## src/rtl/fpu_longop_sequencer.sv

```systemverilog
// Issue/latency/writeback sequencer for the multi-cycle FP divide/sqrt unit.
// Also produces the structural, dependency and WB-starvation stalls for the hazard unit.
module fpu_longop_sequencer #(
    parameter int LATENCY  = 48,
    parameter int CNT_W    = 6,
    parameter int MAX_WAIT = 2
) (
    input  logic        clk,
    input  logic        rst,
    input  logic        issue_valid,
    input  logic        issue_op,
    input  logic [4:0]  issue_rd,
    input  logic        flush,
    input  logic        longop_id,
    input  logic [4:0]  rs1_id,
    input  logic [4:0]  rs2_id,
    input  logic [4:0]  rd_id,
    input  logic        rs1_used,
    input  logic        rs2_used,
    input  logic        rd_used,
    input  logic [31:0] unit_result,
    input  logic        pipe_wb_valid,
    output logic        unit_start,
    output logic        unit_op,
    output logic        unit_abort,
    output logic        wb_valid,
    output logic [4:0]  wb_rd,
    output logic [31:0] wb_data,
    output logic        stall,
    output logic        busy,
    output logic        issue_err
);

    localparam int WAIT_W = (MAX_WAIT < 1) ? 1 : $clog2(MAX_WAIT + 1);

    typedef enum logic [1:0] {IDLE, RUN, WB} state_t;

    state_t             state_reg, state_next;
    logic [CNT_W-1:0]   cnt_reg, cnt_next;
    logic [WAIT_W-1:0]  wait_reg, wait_next;
    logic [4:0]         rd_reg, rd_next;
    logic               op_reg, op_next;
    logic [31:0]        result_reg, result_next;
    logic               start_reg, start_next;
    logic               abort_reg, abort_next;
    logic               err_reg, err_next;
    logic               busy_int;
    logic               dep_hit;
    logic               starve;

    always_ff @(posedge clk or posedge rst) begin
        if (rst) begin
            state_reg  <= IDLE;
            cnt_reg    <= '0;
            wait_reg   <= '0;
            rd_reg     <= '0;
            op_reg     <= 1'b0;
            result_reg <= '0;
            start_reg  <= 1'b0;
            abort_reg  <= 1'b0;
            err_reg    <= 1'b0;
        end else begin
            state_reg  <= state_next;
            cnt_reg    <= cnt_next;
            wait_reg   <= wait_next;
            rd_reg     <= rd_next;
            op_reg     <= op_next;
            result_reg <= result_next;
            start_reg  <= start_next;
            abort_reg  <= abort_next;
            err_reg    <= err_next;
        end
    end

    assign busy_int = (state_reg != IDLE);

    always_comb begin
        state_next  = state_reg;
        cnt_next    = cnt_reg;
        wait_next   = wait_reg;
        rd_next     = rd_reg;
        op_next     = op_reg;
        result_next = result_reg;
        start_next  = 1'b0;
        abort_next  = 1'b0;
        err_next    = err_reg | (issue_valid & busy_int);
        wb_valid    = 1'b0;
        case (state_reg)
            IDLE: begin
                // A flush in the same cycle kills the issuing instruction.
                if (issue_valid && !flush) begin
                    rd_next    = issue_rd;
                    op_next    = issue_op;
                    cnt_next   = '0;
                    wait_next  = '0;
                    start_next = 1'b1;
                    state_next = RUN;
                end
            end
            RUN: begin
                if (flush) begin
                    cnt_next   = '0;
                    abort_next = 1'b1;
                    state_next = IDLE;
                end else if (cnt_reg == CNT_W'(LATENCY - 1)) begin
                    result_next = unit_result;
                    cnt_next    = '0;
                    wait_next   = '0;
                    state_next  = WB;
                end else begin
                    cnt_next = cnt_reg + CNT_W'(1);
                end
            end
            WB: begin
                if (flush) begin
                    wait_next  = '0;
                    abort_next = 1'b1;
                    state_next = IDLE;
                end else if (!pipe_wb_valid) begin
                    wb_valid   = 1'b1;
                    wait_next  = '0;
                    state_next = IDLE;
                end else if (wait_reg < WAIT_W'(MAX_WAIT)) begin
                    wait_next = wait_reg + WAIT_W'(1);
                end
            end
            default: begin
                state_next = IDLE;
            end
        endcase
    end

    // f0 is a real FP register, so no zero-register exclusion on the match.
    assign dep_hit = (rs1_used && (rs1_id == rd_reg)) ||
                     (rs2_used && (rs2_id == rd_reg)) ||
                     (rd_used  && (rd_id  == rd_reg));

    assign starve = (state_reg == WB) && (wait_reg >= WAIT_W'(MAX_WAIT));

    assign stall      = (busy_int && (longop_id || dep_hit)) || starve;
    assign busy       = busy_int;
    assign unit_start = start_reg;
    assign unit_abort = abort_reg;
    assign unit_op    = op_reg;
    assign issue_err  = err_reg;
    assign wb_rd      = rd_reg;
    assign wb_data    = result_reg;

endmodule

```

## config.mk

```make
export PLATFORM = sky130hd
export DESIGN_NAME = fpu_longop_sequencer
export DESIGN_NICKNAME = d
export VERILOG_FILES = /design/src/rtl/fpu_longop_sequencer.sv
export SDC_FILE = /design/constraint.sdc
export NUM_CORES = 1
export LEC_CHECK = 0
export CELL_PAD_IN_SITES_DETAIL_PLACEMENT = 0
export CELL_PAD_IN_SITES_GLOBAL_PLACEMENT = 1
export CORE_MARGIN = 1.5
export CORE_UTILIZATION = 35
export CTS_BUF_LIST = sky130_fd_sc_hd__clkbuf_8
export CTS_CLUSTER_DIAMETER = 200
export DETAILED_ROUTE_END_ITERATION = 10
export PLACE_DENSITY_LB_ADDON = 0.1
export SLEW_MARGIN = 0
export SYNTH_ARGS = -nofsm -noshare
export SYNTH_HDL_FRONTEND = slang
export SYNTH_SLANG_ARGS = --single-unit
```

## constraint.sdc

```tcl
create_clock -name clk -period 5.18 [get_ports clk]
set_input_delay 1.554 -clock clk [delete_from_list [all_inputs] [get_ports clk]]
set_output_delay 1.554 -clock clk [all_outputs]
set_load 0.03 [all_outputs]
```

Yosys cells after proc, flatten, opt, wreduce, memory -nomap -nowiden
Cells that the tools add are included.
- flip-flop bits (word level): 51
- word-level logic and storage cells: 73
- output and inout port bits: 44
- input bits: 62
- mux-type cells: 24
- add/sub/neg operators: 2
- reduce and logical (&&, ||, !) cells: 21
- bitwise gates (word level): 3
- magnitude comparators: 2
- equal/unequal tests: 12
- operators by type and width (cell ; count):
    $mux W2 ; 11
    $mux W6 ; 3
    $eq A5 B5 Y1 ; 3
    $pmux W2 S3 ; 2
    $pmux W6 S2 ; 1
    $mux W1 ; 7
    $add A6 B1 Y6 const B ; 1
    $eq A6 B6 Y1 const B ; 1
    $logic_and A1 B1 Y1 ; 6
    $ne A2 B2 Y1 const B ; 3
    $ne A3 B3 Y1 const B ; 2
    $reduce_and A3 Y1 ; 2
    $reduce_and A5 Y1 ; 1
    $logic_or A1 B1 Y1 ; 4
    $ne A4 B4 Y1 const B ; 1
    $reduce_and A2 Y1 ; 2
    $reduce_bool A2 Y1 ; 2
    $reduce_bool A3 Y1 ; 1
    $add A2 B1 Y2 const B ; 1
    $eq A2 B1 Y1 const B ; 1
    $eq A2 B2 Y1 const B ; 1
    $ge A2 B2 Y1 const B ; 1
    $logic_not A2 Y1 ; 1
    $lt A2 B2 Y1 const B ; 1
    5 further kinds ; 5

Depth between registers and ports, before layout
- word-level depth: 7
- gate-level depth with buffers: 8
- mapped depth without buffers: 6

Worst setup path after synthesis
No wires, ideal clock.
- kind: input port to output port
- start: in rs1_id[1]
- end: out stall
- setup slack: 0.983 ns
- cell stages on the path: 4
- arrival: 2.643 ns
- path buffers: 0
- cells stage by stage: xor2_1 -> nor4_1 -> nand3_1 -> a32oi_1
- word-level cells in the longest chain between the ends: 7
- ends and longest elaborated chain (element ; line ; text):
    from (decl) ; 15 ; input logic [4:0] rs1_id,
    $eq A5 B5 Y1 ; 134 ; assign dep_hit = (rs1_used && (rs1_id == rd_reg)) ||
    $logic_and A1 B1 Y1 ; 134 ;
    $logic_or A1 B1 Y1 ; 134 ;
    $logic_or A1 B1 Y1 ; 135 ; (rs2_used && (rs2_id == rd_reg)) ||
    $logic_or A1 B1 Y1 ; 140 ; assign stall = (busy_int && (longop_id || dep_hit)) || starve;
    $logic_and A1 B1 Y1 ; 140 ;
    $logic_or A1 B1 Y1 ; 140 ;
    to (decl) ; 29 ; output logic stall,
Every way passes these cells.

Worst setup path in the final report
- start: in rs2_id[4]
- end: out stall
- word-level cells in the longest chain between the ends: 7
- ends and longest elaborated chain (element ; line ; text):
    from (decl) ; 16 ; input logic [4:0] rs2_id,
    $eq A5 B5 Y1 ; 135 ;
    $logic_and A1 B1 Y1 ; 135 ;
    $logic_or A1 B1 Y1 ; 134 ;
    $logic_or A1 B1 Y1 ; 135 ;
    $logic_or A1 B1 Y1 ; 140 ;
    $logic_and A1 B1 Y1 ; 140 ;
    $logic_or A1 B1 Y1 ; 140 ;
Every way passes these cells.

==> flow_metrics.env <==
export IMPL_worst_path_max_fanout=1
export IMPL_tritoncts="built"
export IMPL_cts_sink_count=51
export IMPL_violations="design-rule violations"
export IMPL_tightest_slew_ps=763
export IMPL_ant_nets=0
export IMPL_largest_reg_flops=32
export IMPL_overflow=0
export IMPL_port_buffers=105
export IMPL_skew_ps=4.30
export IMPL_path_clk_slew_ps=90
export IMPL_yosys_most_used_dff="dfrtp_1"
export IMPL_stdcell_area_mm2=0.00359
export IMPL_run_status="complete, but fails checks"
export IMPL_die_h_um=85.5
export IMPL_hp_class="reg2reg"
export IMPL_cts_setup_buffers=0
export IMPL_finalWorstSetupSlack_ps=148
export IMPL_rsz0062_at_grt="no"
export IMPL_syn_inst=196
export IMPL_drive_gt1_frac=0.150
export IMPL_nets=373
export IMPL_chipWidth_um=85.5
export IMPL_clock_power_share=0.208
export IMPL_synth_seq_cells=51
export IMPL_hpwl_um=4060
export IMPL_crit_type="in2out"
export IMPL_netlist_area_mm2=0.00238
export IMPL_syn_area_per_cell_um2=12.2
export IMPL_dr_pass1_iters=7
export IMPL_seqPwrFrac=0.443
export IMPL_postCtsHoldBufs=0
export IMPL_finalCritPeriodShare=0.971
export IMPL_gp_congestion=0.758
export IMPL_wl_per_cell_um=14.3
export IMPL_grt_usage=0.156
export IMPL_area_growth_pct=50.6
export IMPL_maxCapViolations=0
export IMPL_grt_max_degree=37
export IMPL_power_frac_comb=0.350
export IMPL_die_area_mm2=0.00731
export IMPL_synth_edf_count=0
export IMPL_cts_buffer_depth=2
export IMPL_fp_row_count=29
export IMPL_placed_area_mm2=0.00350
export IMPL_slew_headroom=0.491
export IMPL_antenna_found_initial=0
export IMPL_cp_arrival_ps=3480
export IMPL_drc=7
export IMPL_cts_made_buffers=5
export IMPL_switching_share=0.350
export IMPL_netSwitchingPower_w=0.000380
export IMPL_drv_slew=0
export IMPL_yosysUniqueCellTypes=38
export IMPL_start_util=0.369
export IMPL_ioPinCount=106
export IMPL_setup_viol=0
export IMPL_whs_ps=458
export IMPL_clock_latency_ps=300
export IMPL_wl_um=5500
export IMPL_antenna_cells=0
export IMPL_fp_coreArea_mm2=0.00646
export IMPL_finalSetupTns_ps=0
export IMPL_required_ps=3630
export IMPL_yosysWarnings=0
export IMPL_clockRootBuffer="clkbuf_8"
export IMPL_ys_seq_area_frac=0.535
export IMPL_p_leak_nw=1.65
export IMPL_powerDensity_mw_per_mm2=302
export IMPL_cp_start_kind="input pin"
export IMPL_post_place_ws_ps=155
export IMPL_min_period_ps=5030
export IMPL_drt_vias_per_instance=4.77
export IMPL_hold_viol=0
export IMPL_synthesis_nets=263
export IMPL_max_freq_ghz=0.199
export IMPL_drtIter0Drc=53
export IMPL_htree_levels=2
export IMPL_cts_resized=0
export IMPL_cellInternalPower_w=0.000704
export IMPL_grt_pass1_wl_um=9000
export IMPL_grt_pass1_vias=1881
export IMPL_peakVddDrop_mv=0.137
export IMPL_synthArstFlopShare=1.00
export IMPL_worst_setup_path_end_kind="output pin"
export IMPL_vias=1832
==> kinds of logic after synthesis <==
family	share of synthesized area
and+or+nand+nor	0.122
DFF	0.535
muxes	0.169
AOI/OAI and AO/OA	0.0588
xor gates and xnor gates	0.0551
buffers and inverters	0.0336
adders and majority gates	0.0262
==> worst paths after layout <==
kind,slack (ps),from,cells past startpoint,endpoint
worst max-delay path,150,rs2_id[4],6,stall
worst min-delay path,460,issue_err,1,issue_err
worst max register to register,3150,cnt_reg[0],5,wb_data[7]
worst min register to register,460,issue_err,1,issue_err
max in group asynchronous,2760,rst,3,wb_data[10]
min in group asynchronous,1700,rst,2,wb_data[29]
==> synthesized netlist by cell type, types with 2 or more instances <==
library cell	instances	area share
xnor2_1	3	0.011
o31ai_1	2	0.0063
nor4_1	3	0.0079
ha_1	5	0.026
nand2b_1	6	0.016
nor2b_1	2	0.0052
nand3_1	4	0.0084
a31oi_1	2	0.0052
mux2_2	33	0.16
xor2_1	12	0.044
o21ai_0	6	0.013
buf_6	4	0.019
nor2_1	3	0.0047
mux2i_1	2	0.0084
nand2_1	25	0.039
a21oi_1	4	0.0084
and2_1	2	0.0052
dfrtp_1	51	0.54
inv_1	8	0.013
==> through the flow <==
step                utilization  power (W)  instances
floorplan                     -   0.000719        196
detailed placement        0.542   0.000870        376
CTS                       0.556    0.00110        384
global route              0.556    0.00115        384
finish                    0.556    0.00108        384
global placement          0.542   0.000871        376
==> cell type report <==
class	instances	area, µm²
Clock buffer	5	68.8
Inverter	8	30.0
Timing Repair Buffer	108	1070
Fill cell	572	2870
Sequential cell	51	1280
Tap cell	77	96.3
Clock inverter	3	16.3
Multi-Input combinational cell	132	1030
==> worst max-delay path, stage by stage <==
cell and delay, ps:
clkdlybuf4s50_1 410, xor2_1 150, nor4_1 320, a31oi_1 140, a32oi_1 200, clkdlybuf4s50_1 700
==> power by group through the flow <==
stage / Combinational (W) / Sequential, W / Clock (W)
5_1_grt: 0.000415 / 0.000487 / 0.000251
3_3_place_gp: 0.000383 / 0.000488 / 0
6_report: 0.000379 / 0.000480 / 0.000225
3_5_place_dp: 0.000381 / 0.000489 / 0
4_1_cts: 0.000384 / 0.000481 / 0.000234
2_1_floorplan: 0.000190 / 0.000530 / 0
==> routing by layer <==
metal  wire [µm]  vias up  GRT usage  share of wire
met1        2450      865      0.206           0.44
met2        2550       71      0.245           0.46
met4          24        0     0.0484         0.0044
li1            -      894          -              -
met5           0        -          0              0
met3         478        2     0.0529          0.087
==> cells in the final DEF (no fill, tap or decap), drive strengths merged, types with 2 or more instances in the layout <==
master,synthesis,layout
a21oi,4,4
a31oi,2,2
and2,3,3
buf,5,3
clkbuf,0,5
clkdlybuf4s50,0,105
dfrtp,51,51
ha,5,5
inv,8,9
mux2,34,34
mux2i,2,2
nand2,25,25
nand2b,6,6
nand3,4,4
nand3b,2,2
nor2,3,3
nor2b,2,2
nor3,2,2
nor4,3,3
o21ai,7,7
o31ai,2,2
xnor2,3,3
xor2,12,12
Power figures use the tool's default switching activity.
